File: src/rtl/sync_fifo_pkg.sv
// ----------------------------------------------------------------------------
// sync_fifo_pkg
// Shared constants and types for the single-clock FIFO.
//   DEF_DATA_WIDTH : default word width of the FIFO data path.
//   DEF_DEPTH      : default number of storage words (power of two, >= 4).
//   ADDR_WIDTH     : pointer width for the default depth.
//   data_t         : one FIFO word at the default width.
//   ptr_inc()      : pointer increment helper; wraps DEPTH-1 -> 0 naturally.
// ----------------------------------------------------------------------------
package sync_fifo_pkg;

    localparam int DEF_DATA_WIDTH = 8;
    localparam int DEF_DEPTH      = 16;
    localparam int ADDR_WIDTH     = $clog2(DEF_DEPTH);

    typedef logic [DEF_DATA_WIDTH-1:0] data_t;

    // Increment a default-width pointer. DEPTH is a power of two, so the
    // carry out of the top bit is simply dropped to wrap back to zero.
    function automatic logic [ADDR_WIDTH-1:0] ptr_inc(input logic [ADDR_WIDTH-1:0] ptr);
        return ptr + ADDR_WIDTH'(1);
    endfunction

endpackage : sync_fifo_pkg

File: src/rtl/sync_fifo_if.sv
// ----------------------------------------------------------------------------
// sync_fifo_if
// Handshake/data bundle between a FIFO user and the FIFO itself.
//   wr_en, rd_en, din         : requests and write data from the user.
//   wr_ack, wr_err            : one-cycle status of the previous write request.
//   rd_ack, rd_err            : one-cycle status of the previous read request.
//   dout                      : registered read data, held between reads.
//   full, empty,
//   almost_full, almost_empty : occupancy flags.
// Modports:
//   master : the producer/consumer side (drives requests, observes status).
//   slave  : the FIFO side (observes requests, drives status and data).
// ----------------------------------------------------------------------------
interface sync_fifo_if
    import sync_fifo_pkg::*;
#(
    parameter int DATA_WIDTH = DEF_DATA_WIDTH
) ();

    logic                  wr_en;
    logic                  rd_en;
    logic [DATA_WIDTH-1:0] din;

    logic                  wr_ack;
    logic                  wr_err;
    logic                  rd_ack;
    logic                  rd_err;
    logic [DATA_WIDTH-1:0] dout;

    logic                  full;
    logic                  empty;
    logic                  almost_full;
    logic                  almost_empty;

    modport master (
        output wr_en,
        output rd_en,
        output din,
        input  wr_ack,
        input  wr_err,
        input  rd_ack,
        input  rd_err,
        input  dout,
        input  full,
        input  empty,
        input  almost_full,
        input  almost_empty
    );

    modport slave (
        input  wr_en,
        input  rd_en,
        input  din,
        output wr_ack,
        output wr_err,
        output rd_ack,
        output rd_err,
        output dout,
        output full,
        output empty,
        output almost_full,
        output almost_empty
    );

endinterface : sync_fifo_if

File: src/rtl/sync_fifo_ram.sv
// ----------------------------------------------------------------------------
// sync_fifo_ram
// DEPTH x DATA_WIDTH storage with one write port and one registered read
// port. The read register has a read enable and a synchronous clear so the
// FIFO output reads as zero after reset and holds between accepted reads.
// The storage array itself is never cleared.
//   clk   : clock, all activity on the rising edge.
//   srst  : synchronous active-high clear of the read data register only.
//   we    : write enable; wdata stored at waddr.
//   waddr : write address.
//   wdata : write data.
//   re    : read enable; rdata loads mem[raddr] on the next edge.
//   raddr : read address.
//   rdata : registered read data.
// ----------------------------------------------------------------------------
module sync_fifo_ram #(
    parameter int DATA_WIDTH = 8,
    parameter int DEPTH      = 16
) (
    input  logic                     clk,
    input  logic                     srst,
    input  logic                     we,
    input  logic [$clog2(DEPTH)-1:0] waddr,
    input  logic [DATA_WIDTH-1:0]    wdata,
    input  logic                     re,
    input  logic [$clog2(DEPTH)-1:0] raddr,
    output logic [DATA_WIDTH-1:0]    rdata
);

    logic [DATA_WIDTH-1:0] mem_q [DEPTH];
    logic [DATA_WIDTH-1:0] rdata_q;

    // Write port. No reset: contents are logically discarded by the pointer
    // reset in the parent, so clearing the array is unnecessary.
    always_ff @(posedge clk) begin
        if (we) begin
            mem_q[waddr] <= wdata;
        end
    end

    // Registered read port. The parent never reads and writes the same
    // address in one cycle (a read needs the FIFO non-empty, a write to the
    // read slot would need it full), so no read-during-write policy matters.
    always_ff @(posedge clk) begin
        if (srst) begin
            rdata_q <= '0;
        end else if (re) begin
            rdata_q <= mem_q[raddr];
        end
    end

    assign rdata = rdata_q;

endmodule : sync_fifo_ram

File: src/rtl/sync_fifo.sv
// ----------------------------------------------------------------------------
// sync_fifo
// Single-clock FIFO with per-request ack/err status and occupancy flags.
// Pointers, the occupancy count, the flag decode and the status registers
// live here; storage and the registered read data are in sync_fifo_ram.
//   clk   : sole clock, everything updates on the rising edge.
//   clear : synchronous active-high reset; overrides every request.
//   fifo  : sync_fifo_if slave port (requests in, status/data/flags out).
// Behaviour summary:
//   - A write is accepted iff wr_en and not full; a read iff rd_en and not
//     empty, both judged on the flags as they stand before the edge.
//   - ack/err appear the cycle after the request; a cycle with no request
//     leaves both low.
//   - Flags decode from the count register, so they show post-edge state.
// ----------------------------------------------------------------------------
module sync_fifo
    import sync_fifo_pkg::*;
#(
    parameter int DATA_WIDTH = DEF_DATA_WIDTH,
    parameter int DEPTH      = DEF_DEPTH
) (
    input  logic      clk,
    input  logic      clear,
    sync_fifo_if.slave fifo
);

    localparam int PTR_W = $clog2(DEPTH);
    localparam int CNT_W = PTR_W + 1;

    localparam logic [CNT_W-1:0] CNT_ZERO  = '0;
    localparam logic [CNT_W-1:0] CNT_ONE   = CNT_W'(1);
    localparam logic [CNT_W-1:0] CNT_AFULL = CNT_W'(DEPTH - 1);
    localparam logic [CNT_W-1:0] CNT_FULL  = CNT_W'(DEPTH);

    // ------------------------------------------------------------------
    // State
    // ------------------------------------------------------------------
    logic [PTR_W-1:0] wr_ptr_q, wr_ptr_d;
    logic [PTR_W-1:0] rd_ptr_q, rd_ptr_d;
    logic [CNT_W-1:0] count_q,  count_d;
    logic             wr_ack_q, wr_ack_d;
    logic             wr_err_q, wr_err_d;
    logic             rd_ack_q, rd_ack_d;
    logic             rd_err_q, rd_err_d;

    logic             wr_accept;
    logic             rd_accept;
    logic             full_flag;
    logic             empty_flag;

    // ------------------------------------------------------------------
    // Flag decode from the registered count
    // ------------------------------------------------------------------
    assign full_flag  = (count_q == CNT_FULL);
    assign empty_flag = (count_q == CNT_ZERO);

    assign fifo.full         = full_flag;
    assign fifo.empty        = empty_flag;
    assign fifo.almost_full  = (count_q == CNT_AFULL);
    assign fifo.almost_empty = (count_q == CNT_ONE);

    // ------------------------------------------------------------------
    // Next-state logic
    // ------------------------------------------------------------------
    always_comb begin
        wr_accept = fifo.wr_en && !full_flag;
        rd_accept = fifo.rd_en && !empty_flag;

        wr_ptr_d  = wr_ptr_q;
        rd_ptr_d  = rd_ptr_q;
        count_d   = count_q;

        if (wr_accept) begin
            wr_ptr_d = wr_ptr_q + PTR_W'(1);
        end
        if (rd_accept) begin
            rd_ptr_d = rd_ptr_q + PTR_W'(1);
        end

        // Simultaneous accepted write and read leaves the count unchanged.
        unique case ({wr_accept, rd_accept})
            2'b10:   count_d = count_q + CNT_ONE;
            2'b01:   count_d = count_q - CNT_ONE;
            default: count_d = count_q;
        endcase

        wr_ack_d = wr_accept;
        wr_err_d = fifo.wr_en && !wr_accept;
        rd_ack_d = rd_accept;
        rd_err_d = fifo.rd_en && !rd_accept;
    end

    // ------------------------------------------------------------------
    // State registers
    // ------------------------------------------------------------------
    always_ff @(posedge clk) begin
        if (clear) begin
            wr_ptr_q <= '0;
            rd_ptr_q <= '0;
            count_q  <= '0;
            wr_ack_q <= 1'b0;
            wr_err_q <= 1'b0;
            rd_ack_q <= 1'b0;
            rd_err_q <= 1'b0;
        end else begin
            wr_ptr_q <= wr_ptr_d;
            rd_ptr_q <= rd_ptr_d;
            count_q  <= count_d;
            wr_ack_q <= wr_ack_d;
            wr_err_q <= wr_err_d;
            rd_ack_q <= rd_ack_d;
            rd_err_q <= rd_err_d;
        end
    end

    assign fifo.wr_ack = wr_ack_q;
    assign fifo.wr_err = wr_err_q;
    assign fifo.rd_ack = rd_ack_q;
    assign fifo.rd_err = rd_err_q;

    // ------------------------------------------------------------------
    // Storage. Requests are masked during clear so a reset edge never
    // writes the array or moves the read register.
    // ------------------------------------------------------------------
    sync_fifo_ram #(
        .DATA_WIDTH (DATA_WIDTH),
        .DEPTH      (DEPTH)
    ) u_ram (
        .clk   (clk),
        .srst  (clear),
        .we    (wr_accept && !clear),
        .waddr (wr_ptr_q),
        .wdata (fifo.din),
        .re    (rd_accept && !clear),
        .raddr (rd_ptr_q),
        .rdata (fifo.dout)
    );

endmodule : sync_fifo

File: src/flat_wrapper.sv
// flat-port wrapper written by rule: the top's interface ports become plain ports
module sync_fifo_flat import sync_fifo_pkg::*;
#(
    parameter int DATA_WIDTH = DEF_DATA_WIDTH,
    parameter int DEPTH      = DEF_DEPTH
)
  (clk, clear, fifo_wr_en, fifo_rd_en, fifo_din, fifo_wr_ack, fifo_wr_err, fifo_rd_ack, fifo_rd_err, fifo_dout, fifo_full, fifo_empty, fifo_almost_full, fifo_almost_empty);
  sync_fifo_if #(.DATA_WIDTH(DATA_WIDTH)) fifo_i ();
  input  logic clk;
  input  logic clear;
  input wire logic [$bits(fifo_i.wr_en)-1:0] fifo_wr_en;
  input wire logic [$bits(fifo_i.rd_en)-1:0] fifo_rd_en;
  input wire logic [$bits(fifo_i.din)-1:0] fifo_din;
  output wire logic [$bits(fifo_i.wr_ack)-1:0] fifo_wr_ack;
  output wire logic [$bits(fifo_i.wr_err)-1:0] fifo_wr_err;
  output wire logic [$bits(fifo_i.rd_ack)-1:0] fifo_rd_ack;
  output wire logic [$bits(fifo_i.rd_err)-1:0] fifo_rd_err;
  output wire logic [$bits(fifo_i.dout)-1:0] fifo_dout;
  output wire logic [$bits(fifo_i.full)-1:0] fifo_full;
  output wire logic [$bits(fifo_i.empty)-1:0] fifo_empty;
  output wire logic [$bits(fifo_i.almost_full)-1:0] fifo_almost_full;
  output wire logic [$bits(fifo_i.almost_empty)-1:0] fifo_almost_empty;
  assign fifo_i.wr_en = fifo_wr_en;
  assign fifo_i.rd_en = fifo_rd_en;
  assign fifo_i.din = fifo_din;
  assign fifo_wr_ack = fifo_i.wr_ack;
  assign fifo_wr_err = fifo_i.wr_err;
  assign fifo_rd_ack = fifo_i.rd_ack;
  assign fifo_rd_err = fifo_i.rd_err;
  assign fifo_dout = fifo_i.dout;
  assign fifo_full = fifo_i.full;
  assign fifo_empty = fifo_i.empty;
  assign fifo_almost_full = fifo_i.almost_full;
  assign fifo_almost_empty = fifo_i.almost_empty;
  sync_fifo #(.DATA_WIDTH(DATA_WIDTH), .DEPTH(DEPTH)) u_core (.clk(clk), .clear(clear), .fifo(fifo_i));
endmodule
File: config.mk
export PLATFORM = sky130hd
export DESIGN_NAME = sync_fifo_flat
export DESIGN_NICKNAME = d
export VERILOG_FILES = /design/src/rtl/sync_fifo_pkg.sv /design/src/rtl/sync_fifo_if.sv /design/src/rtl/sync_fifo_ram.sv /design/src/rtl/sync_fifo.sv /design/src/flat_wrapper.sv
export SDC_FILE = /design/constraint.sdc
export NUM_CORES = 1
export LEC_CHECK = 0
export ABC_AREA = 1
export CELL_PAD_IN_SITES_DETAIL_PLACEMENT = 1
export CELL_PAD_IN_SITES_GLOBAL_PLACEMENT = 2
export CORE_MARGIN = 4
export CORE_UTILIZATION = 43
export CTS_BUF_LIST = sky130_fd_sc_hd__clkbuf_4
export CTS_CLUSTER_DIAMETER = 50
export DETAILED_ROUTE_END_ITERATION = 12
export DONT_BUFFER_PORTS = 1
export GPL_TIMING_DRIVEN = 0
export PLACE_DENSITY = 0.85
export SLEW_MARGIN = 10
export SYNTH_ARGS = -nofsm -noshare
export SYNTH_HDL_FRONTEND = slang
export SYNTH_SLANG_ARGS = --single-unit
File: constraint.sdc
create_clock -name clk -period 2.6 [get_ports clk]
set_clock_uncertainty 0.05 [all_clocks]
set_input_delay 0.52 -clock clk [delete_from_list [all_inputs] [get_ports clk]]
set_output_delay 0.52 -clock clk [all_outputs]
set_load 0.02 [all_outputs]
## Yosys cells after proc, flatten, opt, wreduce, memory -nomap -nowiden

Memories as Yosys holds them, arrays and structs flattened. A register that Yosys moved wholly into a read port is not among the register bits.
Cells that the tools add are included.
W data, S select, Z words.

| word-level totals | value |
|---|---|
| flip-flop bits (word level) | 17 |
| memory bits (writable) | 128 |
| input bits | 12 |
| word-level logic and storage cells | 33 |
| memories | 1 |

Memory list:

| memory | words | bits a word | rd ports | clocked after Yosys merged registers in | wr ports | line | source |
|---|---|---|---|---|---|---|---|
| u_core.u_ram.mem_q | 16 | 8 | 1 | 1 | 1 | sync_fifo_ram.sv:30 | `logic [DATA_WIDTH-1:0] mem_q [DEPTH];` |

| cells by class | value |
|---|---|
| add/subtract/negate cells | 4 |
| eq/ne operators | 5 |
| mux-type cells | 3 |
| reduce and logical (&&, ||, !) cells | 13 |

Operators with widths:

| cell | number |
|---|---|
| $pmux W5 S2 | 1 |
| $add A4 B1 Y4 const B | 2 |
| $logic_and A1 B1 Y1 | 6 |
| $add A5 B1 Y5 const B | 1 |
| $eq A5 B1 Y1 const B | 1 |
| $eq A5 B4 Y1 const B | 1 |
| $eq A5 B5 Y1 const B | 1 |
| $logic_not A1 Y1 | 5 |
| $logic_not A5 Y1 | 1 |
| $sub A5 B1 Y5 const B | 1 |
| $eq A2 B1 Y1 const B | 1 |
| $eq A2 B2 Y1 const B | 1 |
| $mux W1 | 2 |
| $reduce_bool A2 Y1 | 1 |

## Logic depth before layout (Yosys ltp)

| depth | value |
|---|---|
| word-level depth | 6 |
| gate-level depth with buffers | 11 |
| gate-level depth less buffers | 11 |

## Modules after synthesis

Synthesis repeated with hierarchy kept, for this count alone.

| unflattened totals | value |
|---|---|
| cells, all modules | 618 |
| area, all modules | 6,495.0 um^2 |

Modules (own cells, without submodules):

| module | times used | cells each | area an instance (um^2) | seq. area each (um^2) |
|---|---|---|---|---|
| sync_fifo_ram | 1 | 490 | 5,577.8 | 4,003.8 |
| sync_fifo | 1 | 128 | 917.1 | 340.3 |

## Worst setup path before layout

No wires, ideal clock.

| timing path | value |
|---|---|
| kind | register to register |
| from | reg u_core.count_q[0] |
| to | mem u_core.u_ram.mem_q[10][0] (enable) |
| setup time | 0.370 ns |
| data arrival time | 1.556 ns |
| required time | 2.180 ns |
| setup slack | 0.624 ns |
| cell stages (with the launch flop) | 8 |
| path through | dfxtp_1 > inv_1 > ha_1 > nand3_2 > inv_1 > nor2_2 > nand2_1 > nor2_1 |

| on the way | value |
|---|---|
| cells in the longest elaborated chain, start to end | 6 |

RTL lines:

| item | line | source |
|---|---|---|
| start: declaration | sync_fifo.sv:40 | `logic [CNT_W-1:0] count_q, count_d;` |
| start signal: assignment | sync_fifo.sv:108 | `count_q <= count_d;` |
| $eq A5 B5 Y1 | sync_fifo.sv:54 | `assign full_flag = (count_q == CNT_FULL);` |
| named net fifo_full | flat_wrapper.sv:19 | `output wire logic [$bits(fifo_i.full)-1:0] fifo_full;` |
| $logic_not A1 Y1 | sync_fifo.sv:66 | `wr_accept = fifo.wr_en && !full_flag;` |
| $logic_and A1 B1 Y1 | sync_fifo.sv:66 |  |
| $logic_and A1 B1 Y1 | sync_fifo.sv:131 | `.we (wr_accept && !clear),` |
| $mux W1 | sync_fifo_ram.sv:36 | `if (we) begin` |
| $mux W1 (implied by the code) | sync_fifo_ram.sv:37 | `mem_q[waddr] <= wdata;` |
| end: declaration | sync_fifo_ram.sv:30 |  |

The timed path passes the listed nets, and every way through them passes these cells.

## Worst setup path in the final report

| timing path | value |
|---|---|
| from | reg u_core.count_q[0] |
| to | mem u_core.u_ram.mem_q[2][6] (enable) |

Same word-level chain as after synthesis.

==> impl_metrics.json <==
{
  "fin_nets": 729,
  "cts-root-buf": "clkbuf_4",
  "ir_drop_mv": 0.487,
  "cp-start-kind": "register",
  "dp.cells": 865,
  "grt_pass1_wl_mm": 28.1,
  "yosysWarnings": 0,
  "io_pins": 28,
  "setup_viol": 0,
  "critPathArrivalTime_ns": 2.69,
  "die_w_um": 132,
  "synthFlopType": "edfxtp_1",
  "drt-wirelength-per-cell_um": 20.1,
  "grt_pass1_vias": 4877,
  "ys_seq_area_frac": 0.652,
  "crit_required_ns": 2.75,
  "clk_pin_slew_ns": 0.13,
  "outcome": "finished clean",
  "drive_gt1_frac": 0.107,
  "clock_latency_ns": 0.55,
  "total_power_mw": 6.72,
  "dpl_cell_area_um2": 6900,
  "grt_antenna_before_repair": 6,
  "drv_slew": 0,
  "gp_congestion": 0.827,
  "synthCells": 677,
  "async_flop_share": 0,
  "die_area_um2": 17600,
  "start_util": 0.438,
  "hold-worst-slack_ns": 0.0857,
  "grt_max_degree": 17,
  "synth_area_um2": 6660,
  "maxCapViolCount": 0,
  "worstMarginPinSlew_ns": 0.854,
  "synth_edf_count": 128,
  "vias": 4819,
  "netlist.area_leader.share": 0.577,
  "htreeDepth": 4,
  "io_buffers": 0,
  "finalSetupTns_ns": 0,
  "drc": 0,
  "numCtsBuffers": 17,
  "hpwl_mm": 12.7,
  "vias_per_cell": 5.30,
  "max_freq_ghz": 0.395,
  "wirelength_mm": 18.3,
  "ys_top_cells_by_area": "edfxtp_1 (58%), nand2_1 (13%), dfxtp_1 (7.5%)",
  "p_leak_nw": 3.12,
  "hold_class": "input port to register",
  "grt.total_usage": 0.216,
  "cts.sinks": 153,
  "synthDistinctLibCells": 25,
  "dr.pass1.iters": 5,
  "fin_crit_ns": 2.53,
  "yosys.area.top_type": "edfxtp_1",
  "synth_most_common_cell": "nand2_1",
  "avgSynthCellArea_um2": 9.84,
  "worstSetupPathType": "register to register",
  "cts_buffer_depth": 2,
  "core-area_um2": 15200,
  "synthTopCellsByCount": "nand2_1 (238), edfxtp_1 (128), nand3_1 (94)",
  "cts_tree": "built",
  "die_y_um": 132,
  "grt-ovfl-total": 0,
  "ys_ff_latch": 153,
  "power_density_nw_per_um2": 904,
  "drtIter0Drc": 368,
  "hold_viol_final": 0,
  "path_max_fanout": 8,
  "area_growth_pct": 11.7,
  "rsz0062_at_grt": "true",
  "postLayoutCellArea_um2": 7440,
  "fin_crit_sh": 0.975,
  "ant_nets": 0,
  "end_kind": "register",
  "fin_cells": 909,
  "max_slew_margin": 0.429,
  "syn-num-nets": 700,
  "rows": 45
}
-- registers in the layout, summed over array words and instances (netlist names) --
signal	count
u_core.fifo.wr_err	1
u_core.wr_ptr_q	4
u_core.fifo.rd_ack	1
u_core.count_q	5
u_core.fifo.wr_ack	1
u_core.fifo.rd_err	1
u_core.u_ram.mem_q	128
u_core.rd_ptr_q	4
u_core.u_ram.rdata	8
-- layout make-up --
type	instances	area, µm²
multi-input combinational	402	1870
antenna	2	5.00
clock buffer	17	128
timing repair buffer	10	100
inverter	95	357
tap	188	235
buffer	27	155
fill	1725	7760
sequential	153	4340
clock inverter	15	246
-- report_power, final --
part	switching (mW)	internal, mW	leakage (nW)
sequential	0.190	2.81	1.36
clock	0.878	0.958	0.185
combinational	1.33	0.564	1.57
-- worst paths after layout --
check,from,to,cells past startpoint,slack (ns)
hold reg to reg,u_core.count_q[4],u_core.fifo.wr_err,2,0.51
hold / removal,clear,u_core.count_q[1],3,0.09
setup reg to reg,u_core.count_q[0],u_core.u_ram.mem_q[2][6],7,0.07
setup / recovery,u_core.count_q[0],u_core.u_ram.mem_q[2][6],7,0.07
-- metrics by stage --
step	utilization	setup slack, ns
global placement	0.454	0.0132
finish	0.489	0.0654
CTS	0.487	0.0140
detailed placement	0.454	-0.100
floorplan	-	0.624
global route	0.489	-0.174
-- worst max-delay path, cell delays in order, from the launching register on --
cell	delay [ns]
dfxtp_1	0.42
inv_1	0.13
ha_1	0.27
nand3_2	0.12
inv_1	0.13
nor2_2	0.22
nand2_1	0.20
nor2_1	0.64
-- what timing repair did --
item | CTS | global route
endpoints found under the setup margin | 49 | 80
resized for setup | 9 | 10
hold buffers | 10 | 0
setup buffers | 0 | 0
hold endpoints to repair | 130 | 0
-- cells in the final DEF, fill, tap and decap left out, types with 2 or more instances in the layout --
cell type	n
a21oi_1	12
buf_2	12
buf_4	8
bufinv_16	6
clkbuf_1	4
clkbuf_4	17
clkinv_1	2
clkinv_2	2
clkinvlp_4	4
dfxtp_1	25
diode_2	2
dlygate4sd3_1	10
edfxtp_1	128
ha_1	11
inv_1	89
inv_2	4
inv_6	2
nand2_1	238
nand3_1	94
nor2_1	12
nor2_2	8
nor2_4	7
o21ai_0	12
o22ai_1	2
xor2_1	2
-- layer usage --
layer	wire, µm	vias to the layer above	part of all wire	global-route usage
li1	-	2254	-	-
met2	9110	140	0.50	0.350
met1	7810	2388	0.43	0.286
met4	367	8	0.020	0.0820
met3	955	29	0.052	0.0479
met5	57	-	0.0031	0
-- cell families after synthesis --
group / after synthesis / synth area share
AND/OR/NAND/NOR: 363 / 0.228
flip-flops: 153 / 0.652
XOR/XNOR: 2 / 0.00263
adder cells (fa/ha/maj): 11 / 0.0207
buffers and inverters: 122 / 0.0768
AO/OA/AOI/OAI: 26 / 0.0199
No activity file was read; power rests on OpenSTA's default activity.
